$ cat src/rtl/pixel_sequencer.sv
// pixel_sequencer: streams source-BRAM pixels through process into a destination BRAM; PIXSEQ_TIMEOUT_EN adds a handshake watchdog
module pixel_sequencer #(
  parameter int NPIX        = 200000,
  parameter int ADDR_W      = 18,
  parameter int SRC_BASE    = 0,
  parameter int DST_BASE    = 0,
  parameter int RD_LAT      = 1,
  parameter int TIMEOUT_CYC = 1024
) (
  input  logic              clka,
  input  logic              reset,
  input  logic              start,
  output logic              busy,
  output logic              done,
  output logic              err,
  output logic              src_en,
  output logic [ADDR_W-1:0] src_addr,
  input  logic [23:0]       src_dout,
  output logic [7:0]        Rin,
  output logic [7:0]        Gin,
  output logic [7:0]        Bin,
  output logic              OKin,
  input  logic [7:0]        Rout,
  input  logic [7:0]        Gout,
  input  logic [7:0]        Bout,
  input  logic              OKout,
  output logic              dst_en,
  output logic              dst_we,
  output logic [ADDR_W-1:0] dst_addr,
  output logic [23:0]       dst_din
);
  localparam logic [2:0] S_IDLE = 3'd0;
  localparam logic [2:0] S_RD   = 3'd1;
  localparam logic [2:0] S_RDW  = 3'd2;
  localparam logic [2:0] S_REQ  = 3'd3;
  localparam logic [2:0] S_WR   = 3'd4;
  localparam logic [2:0] S_REL  = 3'd5;
  localparam logic [2:0] S_FIN  = 3'd6;
  localparam int CW = $clog2((TIMEOUT_CYC > RD_LAT ? TIMEOUT_CYC : RD_LAT) + 1);
  localparam logic [ADDR_W-1:0] LAST_IDX = ADDR_W'(NPIX - 1);
  logic [2:0]        state_q, state_d;
  logic [ADDR_W-1:0] idx_q, idx_d;
  logic [ADDR_W-1:0] src_addr_q, src_addr_d;
  logic [ADDR_W-1:0] dst_addr_q, dst_addr_d;
  logic [CW-1:0]     cnt_q, cnt_d;
  logic [23:0]       pix_q, pix_d;
  logic [23:0]       dst_din_q, dst_din_d;
  logic              busy_q, busy_d;
  logic              done_q, done_d;
  logic              err_q, err_d;
  logic              src_en_q, src_en_d;
  logic              okin_q, okin_d;
  logic              dst_en_q, dst_en_d;
  logic              dst_we_q, dst_we_d;
  logic              tmo;
`ifdef PIXSEQ_TIMEOUT_EN
  assign tmo = cnt_q == CW'(TIMEOUT_CYC - 1);
`else
  assign tmo = 1'b0;
`endif
  // next-state logic; outputs are decoded from the next state so they line up with the state they belong to
  always_comb begin
    state_d   = state_q;
    idx_d     = idx_q;
    cnt_d     = cnt_q;
    err_d     = err_q;
    pix_d     = pix_q;
    dst_din_d = dst_din_q;
    case (state_q)
      S_IDLE: if (start) begin
        idx_d   = '0;
        err_d   = 1'b0;
        state_d = S_RD;
      end
      S_RD: begin
        cnt_d   = '0;
        state_d = S_RDW;
      end
      S_RDW: if (cnt_q == CW'(RD_LAT - 1)) begin
        pix_d   = src_dout;
        cnt_d   = '0;
        state_d = S_REQ;
      end else cnt_d = cnt_q + 1'b1;
      S_REQ: if (OKout) begin
        dst_din_d = {Rout, Gout, Bout};
        state_d   = S_WR;
      end else if (tmo) begin
        err_d     = 1'b1;
        dst_din_d = '0;
        state_d   = S_WR;
      end else cnt_d = cnt_q + 1'b1;
      S_WR: begin
        cnt_d = '0;
        if (idx_q == LAST_IDX) state_d = S_FIN;
        else begin
          idx_d   = idx_q + 1'b1;
          state_d = S_REL;
        end
      end
      S_REL: if (!OKout) state_d = S_RD;
      else if (tmo) begin
        err_d   = 1'b1;
        state_d = S_RD;
      end else cnt_d = cnt_q + 1'b1;
      S_FIN: state_d = S_IDLE;
      default: state_d = S_IDLE;
    endcase
    busy_d     = state_d != S_IDLE;
    done_d     = state_q == S_FIN;
    src_en_d   = state_d == S_RD;
    okin_d     = state_d == S_REQ;
    dst_en_d   = state_d == S_WR;
    dst_we_d   = state_d == S_WR;
    src_addr_d = state_d == S_RD ? ADDR_W'(SRC_BASE) + idx_d : src_addr_q;
    dst_addr_d = state_d == S_WR ? ADDR_W'(DST_BASE) + idx_q : dst_addr_q;
  end
  // state and registered outputs, all cleared by reset
  always_ff @(posedge clka) begin
    if (reset) begin
      state_q    <= S_IDLE;
      idx_q      <= '0;
      cnt_q      <= '0;
      pix_q      <= '0;
      dst_din_q  <= '0;
      src_addr_q <= '0;
      dst_addr_q <= '0;
      busy_q     <= 1'b0;
      done_q     <= 1'b0;
      err_q      <= 1'b0;
      src_en_q   <= 1'b0;
      okin_q     <= 1'b0;
      dst_en_q   <= 1'b0;
      dst_we_q   <= 1'b0;
    end else begin
      state_q    <= state_d;
      idx_q      <= idx_d;
      cnt_q      <= cnt_d;
      pix_q      <= pix_d;
      dst_din_q  <= dst_din_d;
      src_addr_q <= src_addr_d;
      dst_addr_q <= dst_addr_d;
      busy_q     <= busy_d;
      done_q     <= done_d;
      err_q      <= err_d;
      src_en_q   <= src_en_d;
      okin_q     <= okin_d;
      dst_en_q   <= dst_en_d;
      dst_we_q   <= dst_we_d;
    end
  end
  assign busy            = busy_q;
  assign done            = done_q;
  assign err             = err_q;
  assign src_en          = src_en_q;
  assign src_addr        = src_addr_q;
  assign {Rin, Gin, Bin} = pix_q;
  assign OKin            = okin_q;
  assign dst_en          = dst_en_q;
  assign dst_we          = dst_we_q;
  assign dst_addr        = dst_addr_q;
  assign dst_din         = dst_din_q;
endmodule

$ cat config.mk
export PLATFORM = sky130hd
export DESIGN_NAME = pixel_sequencer
export DESIGN_NICKNAME = d
export VERILOG_FILES = /design/src/rtl/pixel_sequencer.sv
export SDC_FILE = /design/constraint.sdc
export NUM_CORES = 1
export LEC_CHECK = 0
export ABC_AREA = 1
export BUFFER_PORTS_ARGS = -buffer_cell sky130_fd_sc_hd__buf_4
export CORE_UTILIZATION = 50
export CTS_CLUSTER_SIZE = 12
export DETAILED_ROUTE_END_ITERATION = 6
export PLACE_DENSITY_LB_ADDON = 0.15
export SLEW_MARGIN = 20
export SYNTH_ARGS = -nofsm -noshare
export SYNTH_HDL_FRONTEND = slang
export SYNTH_SLANG_ARGS = --single-unit
$ cat constraint.sdc
create_clock -name clka -period 2.3 [get_ports clka]
set_input_delay 0.23 -clock clka [delete_from_list [all_inputs] [get_ports clka]]
set_output_delay 0.23 -clock clka [all_outputs]
set_load 0.03 [all_outputs]
Yosys cells after proc, flatten, opt, wreduce, memory -nomap -nowiden. Cells that the tools add are included.

Input bits: 52. Word-level logic and storage cells: 47. Output and inout port bits: 91. Flip-flop bits (word level): 121.

Reduce and logical (&&, ||, !) cells: 8. Multiplexer cells: 13. Eq/ne operators: 12. $add $sub $neg: 2.

Operators by type and width (number): $pmux W11 S4 (1); $mux W18 (2); $pmux W18 S2 (1); $mux W11 (3); $add A18 B1 Y18 const B (1); $eq A18 B18 Y1 const B (1); $pmux W3 S6 (1); $eq A3 B3 Y1 const B (4); $mux W3 (4); $add A11 B1 Y11 const B (1); $logic_not A11 Y1 (1); $eq A3 B2 Y1 const B (3); $eq A3 B1 Y1 const B (2); $ne A2 B2 Y1 const B (2); $reduce_and A2 Y1 (2); $reduce_bool A4 Y1 (1); $logic_not A3 Y1 (1); $reduce_and A3 Y1 (1); $reduce_bool A3 Y1 (1); $mux W2 (1); $reduce_or A2 Y1 (1).

Logic depth before layout (Yosys ltp). Gate-level depths: netlist of run 1.

Word-level depth: 4. Mapped depth: 15. Gate-level depth less buffers: 15.

Least setup slack after synthesis of run 1. Ideal clock, no wire load.

Kind: reg2reg. Start: register idx_q[0]. End: register src_addr_q[15], in the netlist src_addr[15]. Stages on the path, launching flop included: 14. Setup slack: 0.584 ns. Setup time: 0.113 ns. Data required time: 2.187 ns. Arrival: 1.604 ns. Path buffers: 1. Path through: dfxtp_1 -> ha_1 -> nand2_2 -> inv_2 -> nand2_2 -> nor2_2 -> nand3_2 -> nand2_4 -> nand2_4 -> nand3_4 -> buf_6 -> nand2_1 -> nand2_1 -> nor2_1.

Cells in the longest elaborated chain, start to end: 4.

Ends and longest elaborated chain: start, declared (RTL line 42) `logic [ADDR_W-1:0] idx_q, idx_d;`; start signal, assigned (RTL line 136) `idx_q <= idx_d;`; branches (longest 4 deep; another with $add A18 B1 Y18); end signal, assigned (RTL line 140) `src_addr_q <= src_addr_d;`; end, declared (RTL line 43) `logic [ADDR_W-1:0] src_addr_q, src_addr_d;`.

Several ways; the timed one is not identified. A chain may end at the register's enable or synchronous reset.

Worst setup path in the final report of run 1.
Start: register idx_q[0]. End: register src_addr_q[8], in the netlist src_addr[8].

The elaborated chain is that of the path after synthesis.

==> impl_results.md, run 1 <==
* Status: finished clean
* Ratio of cells with drive above 1 in the final layout at 22.6%
* Yosys warns at 0
* Worst slew pin tran at 0.656 ns
* Crit path required time at 2.71 ns
* Crit path from: idx_q[0]
* CP peak stage delay at 0.43 ns
* P_leak at 3.36 nW
* Filler Cell Count at 763
* H-Tree Depth at 4
* Num rows at 36
* Final Core Density at 73.7%
* Part of the cycle the worst path needs at 89.7%
* DP HPWL at 9.23 mm
* Cells after synthesis at 724
* DRT Pass-1 Iters at 5
* Die Ht at 104 um
* N_diodes at 0
* GR Overflow Total at 0
* Highest clock rate at 485 MHz
* GRT met3 Usage at 6.48%
* Wirelength, routed at 14.3 mm
* Area of the die at 10,700 sq um
* Finish-stage setup viols at 0
* Drt wl/cell at 13.8 um
* Vias in the first global route at 5,026
* Root Buffer: clkbuf_8
* Largest net degree at the start of global routing at 50
* Met1 Track Usage GR at 34.1%
* Die Width at 104 um
* DR vias/cell at 5.00
* Total global-route track usage at 27.5%
* Max Slew Vio Count at 0
* Port bufs at 141
* Tmin final at 2.06 ns
* Postcts setup bufs at 0
* Area Growth Syn to Fin at 41.5%
* Global route hottest layer: met2
* Last weighted congestion value of the routability-driven placer at 0.920
* Setup crit end kind: register
* Initial core utilization at 52.1%
* TritonCTS buffer count at 17
* RSZ-0062 raised after global routing: no
* Via count at 5,200
* CTS Sinks at 121
* Count of final hold-check violations at 0
* Initial antenna violation count at 0
* Crit path kind: reg -> reg
* Hold Crit Class: in -> reg
* Slowest-stage cell, CP: dfxtp_1
* Seq/Total Area, Yosys at 46.9%
* Crit path cell chain: ha_1 -> nand2_2 -> inv_2 -> nand2_2 -> nor2_2 -> nand3_2 -> nand2_4 -> nand2_4 -> nand3_4 -> nand2_1 -> nand2_1 -> nor2_1
* Yosys reg bits at 121
* CP Capture Point: src_addr[8]
* Pwr/cell area at 928 nW/um^2
* Worst Reg-to-Reg Cells at 12
* Peak supply drop at 0.000644 V
* Cell family with most CP delay: simple AND/OR/NAND/NOR gates
* Global-route wire length before repair at 23.8 mm
* Clock Pin Slew Worst Setup and Hold Paths at 0.06 ns
* Max-Cap Viols at 0
* Syn nets at 779
* CTS tree: done
* Avg Cell Area, Syn at 7.13 sq um
* RR Endpoint: src_addr[8]
* Reg2reg start: idx_q[0]
* Post-route DRC at 0
* Initial DRC Count at 419
* Worst-skew pair later-pin latency at 0.53 ns
* R2R Setup Slk at 0.24 ns
* Buf+Inv Stages, Crit Path at 1
* Synth unique cells at 35
* Max-Slew Margin vs Limit at 55.8%
* Crit Path Max Fanout at 36
* Worst Path Arrival at 2.48 ns
* Worst path depth at 12
* GRT met2 Usage at 45.3%
* Synth Cell Area at 5160 sq um
* Max clock buf depth at 2
* IO Count at 143
* Detail Route Antenna Nets at 0
* Total core area at 9910 sq um
* Min-delay src: src_dout[23]
* Clock skew at 0.00858 ns
* Final net count at 950
* CP Launch Type: register
* Sum Neg Setup Slack at 0 ns
==> what timing repair did <==
item,CTS,global route
endpoints found under the hold margin,34,0
resized for setup,0,0
hold buffers,34,0
==> state kept, by name, summed over array words and instances (netlist names) <==
signal / cells
OKin: 1
busy: 1
cnt_q: 11
done: 1
dst_addr: 18
dst_din: 24
dst_we: 1
idx_q: 18
pix_q: 24
src_addr: 18
src_en: 1
state_q: 3
==> kinds of logic (layout without fill, tap and decap cells) <==
family	after synthesis	in the layout	share of synthesized area [%]
flip-flops	121	121	46.9
AO/OA/AOI/OAI	143	143	14.1
buffers and inverters	126	310	9.89
XOR/XNOR	9	9	1.53
adder cells (fa/ha/maj)	3	3	0.727
AND/OR/NAND/NOR	321	321	26.7
other	1	1	0.0727
==> metrics by stage <==
stage / cell area [sq um] / hold slack (ns) / worst slack (ns) / total power (W) / cells
after floorplan: 5160 / 0.365 / 0.584 / 0.00340 / 724
after global placement: 6310 / 0.432 / 0.379 / 0.00383 / 975
after detailed placement: 6310 / 0.437 / 0.283 / 0.00387 / 975
after CTS: 7300 / 0.00234 / 0.248 / 0.00680 / 1041
after global routing: 7300 / 0.0172 / 0.00741 / 0.00706 / 1041
final: 7300 / 0.0176 / 0.237 / 0.00678 / 1041
==> power by group <==
group	switching [W]	internal (W)	total [W]
Combinational	0.000935	0.000531	0.00147
Sequential	0.000120	0.00230	0.00242
Clock	0.000986	0.00190	0.00289
Total	0.00204	0.00474	0.00678
==> how the worst min path moves through the flow <==
| stage | end | cells past startpoint |
|---|---|---|
| after CTS | pix_q[23] | 3 |
| final | pix_q[23] | 3 |
| after global routing | pix_q[17] | 3 |
| after detailed placement | pix_q[1] | 2 |
| after floorplan | dst_din[18] | 2 |
| after global placement | pix_q[1] | 2 |
==> synth_stat cells, drive strengths merged <==
master    n  area (sq um)
nor3b     2          15.0
conb      1          3.75
nand2   124           490
buf      13          86.3
inv      94           353
o21ai    88           440
a211oi    1          7.51
o21a      1          7.51
nand4     3          18.8
nor2    141           549
xnor2     2          17.5
or2       1          6.26
o211ai    1          7.51
ha        3          37.5
nor3     14          92.6
a31oi     1          6.26
clkbuf   19          71.3
xor2      7          61.3
dfxtp   121          2420
nor4      1          6.26
a21oi    51           259
and2      7          43.8
nand3    28           158
==> cells in the final DEF (no fill, tap or decap), types with 12 or more instances in the layout <==
cell           Yosys  final
a21oi_1           50     50
buf_4              2    149
clkbuf_16          0     16
dfxtp_1          121    121
dlygate4sd3_1      0     34
inv_1             88     87
nand2_1          118    118
nand3_1           26     26
nor2_1           137    137
nor3_1            12     12
o21ai_0           88     88
==> layout make-up <==
| cell class | count | area, sq um | share of cell area (%) |
|---|---|---|---|
| flip-flops and latches | 121 | 2420 | 33.2 |
| multi-input cells | 477 | 2230 | 30.6 |
| repair buffers | 184 | 1480 | 20.3 |
| clock buffers | 18 | 428 | 5.86 |
| inverters | 94 | 353 | 4.83 |
| clock inverters | 14 | 220 | 3.02 |
| well taps | 133 | 166 | 2.28 |
==> worst register-to-register path: stages, from the launching register on <==
cell and delay, ns:
dfxtp_1 0.43, ha_1 0.26, nand2_2 0.11, inv_2 0.08, nand2_2 0.06, nor2_2 0.11
nand3_2 0.14, nand2_4 0.15, nand2_4 0.08, nand3_4 0.30, nand2_1 0.12, nand2_1 0.08
nor2_1 0.04
==> metal layers <==
layer / vias up / wire length [um]
li1: 2617 / -
met1: 2339 / 6410
met2: 207 / 6700
met3: 37 / 818
met4: 0 / 397
met5: - / 0
No activity file was read; power rests on OpenSTA's default activity.
==> run 2: changes to the inputs <==
==> constraint.sdc (replaced) <==
create_clock -name clka -period 2.3 [get_ports clka]
set_input_delay 0.46 -clock clka [delete_from_list [all_inputs] [get_ports clka]]
set_output_delay 0.46 -clock clka [all_outputs]
set_load 0.03 [all_outputs]
==> run 2 against run 1 <==
Net effect: setup slack improved by 0.026 ns; register-to-register slack improved by 0.03 ns; sequential power barely moved; via count fell by 3.6%; sequential share of layout area increased by 1.8 points; utilization decreased by 3.8 points; fmax is 1.3% higher; non-clock buffer count shrank 35; global-route usage down 2.2 points; critical path depth shrank 2.
==> impl_results.md, run 2 (synthesis results as in run 1) <==
* Status: finished clean
* GRT met3 Usage at 6.10%
* Clock skew at 0.00698 ns
* Via count at 5,014
* Commonest non-fill, non-tap cell in the layout: buf_4
* Clock Pin Slew Worst Setup and Hold Paths at 0.05 ns
* Wirelength, routed at 13.3 mm
* GRT met2 Usage at 42.0%
* Worst Path Arrival at 2.44 ns
* Initial antenna violation count at 0
* Final Core Density at 69.8%
* Num rows at 36
* Total global-route track usage at 25.3%
* CP Launch Type: register
* Setup crit end kind: register
* Sum Neg Setup Slack at 0 ns
* Die Ht at 104 um
* DR vias/cell at 4.98
* Ratio of cells with drive above 1 in the final layout at 22.8%
* Initial DRC Count at 285
* GR Overflow Total at 0
* Pwr/cell area at 944 nW/um^2
* H-Tree Depth at 4
* Crit path required time at 2.70 ns
* Worst-skew pair later-pin latency at 0.51 ns
* N_diodes at 0
* Highest clock rate at 491 MHz
* Finish-stage setup viols at 0
* Die Width at 104 um
* Tmin final at 2.04 ns
* Max-Cap Viols at 0
* P_leak at 3.21 nW
* Worst slew pin tran at 0.587 ns
* Most frequent cells in the layout: 147 x buf_4, 137 x nor2_1, 121 x dfxtp_1
* Final cell count without fillers at 1,006
* Max clock buf depth at 2
* Total core area at 9910 sq um
* Last weighted congestion value of the routability-driven placer at 0.880
* Postcts setup bufs at 0
* Count of final hold-check violations at 0
* Part of the cycle the worst path needs at 88.6%
* CTS tree: done
* IO Count at 143
* Crit path kind: reg -> reg
* Largest net degree at the start of global routing at 49
* Detail Route Antenna Nets at 0
* Met1 Track Usage GR at 32.1%
* # hold bufs at CTS at 0
* Hold Crit Class: in -> reg
* CTS Sinks at 121
* Initial core utilization at 52.1%
* Crit Path Max Fanout at 36
* Port bufs at 141
* Area of the die at 10,700 sq um
* Area Growth Syn to Fin at 34.1%
* Max-Slew Margin vs Limit at 60.5%
* Global route hottest layer: met2
* Root Buffer: clkbuf_8
* Drt wl/cell at 13.2 um
* Global-route wire length before repair at 21.9 mm
* Inst Count DP at 974
* Final net count at 915
* Post-CTS sizing at 0
* DP HPWL at 9.36 mm
* Peak supply drop at 0.000550 V
* RSZ-0062 raised after global routing: no
* Max Slew Vio Count at 0
* Total design power at 0.00653 W
* Post-route DRC at 0
* Vias in the first global route at 4,628
* DRT Pass-1 Iters at 5
* TritonCTS buffer count at 17
## run 2: cell type report
| type | count | area, sq um |
|---|---|---|
| clock buffer | 24 | 460 |
| inverter | 94 | 353 |
| tap | 133 | 166 |
| clock inverter | 8 | 143 |
| sequential | 121 | 2420 |
| multi-input combinational | 477 | 2230 |
| fill | 812 | 2990 |
| timing repair buffer | 149 | 1140 |
## run 2: per-layer routing
| metal | up-vias | routed length, um |
|---|---|---|
| li1 | 2549 | - |
| met1 | 2276 | 6190 |
| met2 | 170 | 6180 |
| met3 | 19 | 725 |
| met4 | 0 | 156 |
| met5 | - | 0 |
## run 2: power by group
part / internal, W / switching, W / leakage (nW)
logic: 0.000497 / 0.000919 / 1.93
clock network: 0.00181 / 0.000880 / 0.293
registers: 0.00230 / 0.000123 / 0.982
## run 2: final timing paths
check | slack [ns] | end | start | cells after the start
min reg2reg | 0.45 | pix_q[13] | pix_q[13] | 2
max | 0.26 | src_addr[9] | idx_q[0] | 10
min | 0.17 | dst_din[18] | Rout[2] | 3
max reg2reg | 0.26 | src_addr[9] | idx_q[0] | 10
## run 2: worst max-delay path: stages (launching register included)
cell and delay (ns):
dfxtp_1 0.42, ha_1 0.26, nand2_2 0.10, nor3_4 0.24, nand2_1 0.10, nor2_1 0.17
a21oi_2 0.11, nand3_4 0.29, nand2_1 0.10, nand2_1 0.07, nor2_1 0.04
## run 2: per-stage QoR
step / worst slack [ns] / cell area (sq um) / hold slack, ns
floorplan: 0.584 / 5160 / 0.444
global placement: 0.347 / 6320 / 0.431
detailed placement: 0.281 / 6320 / 0.437
CTS: 0.266 / 6920 / 0.146
global route: 0.0229 / 6920 / 0.156
finish: 0.263 / 6920 / 0.169
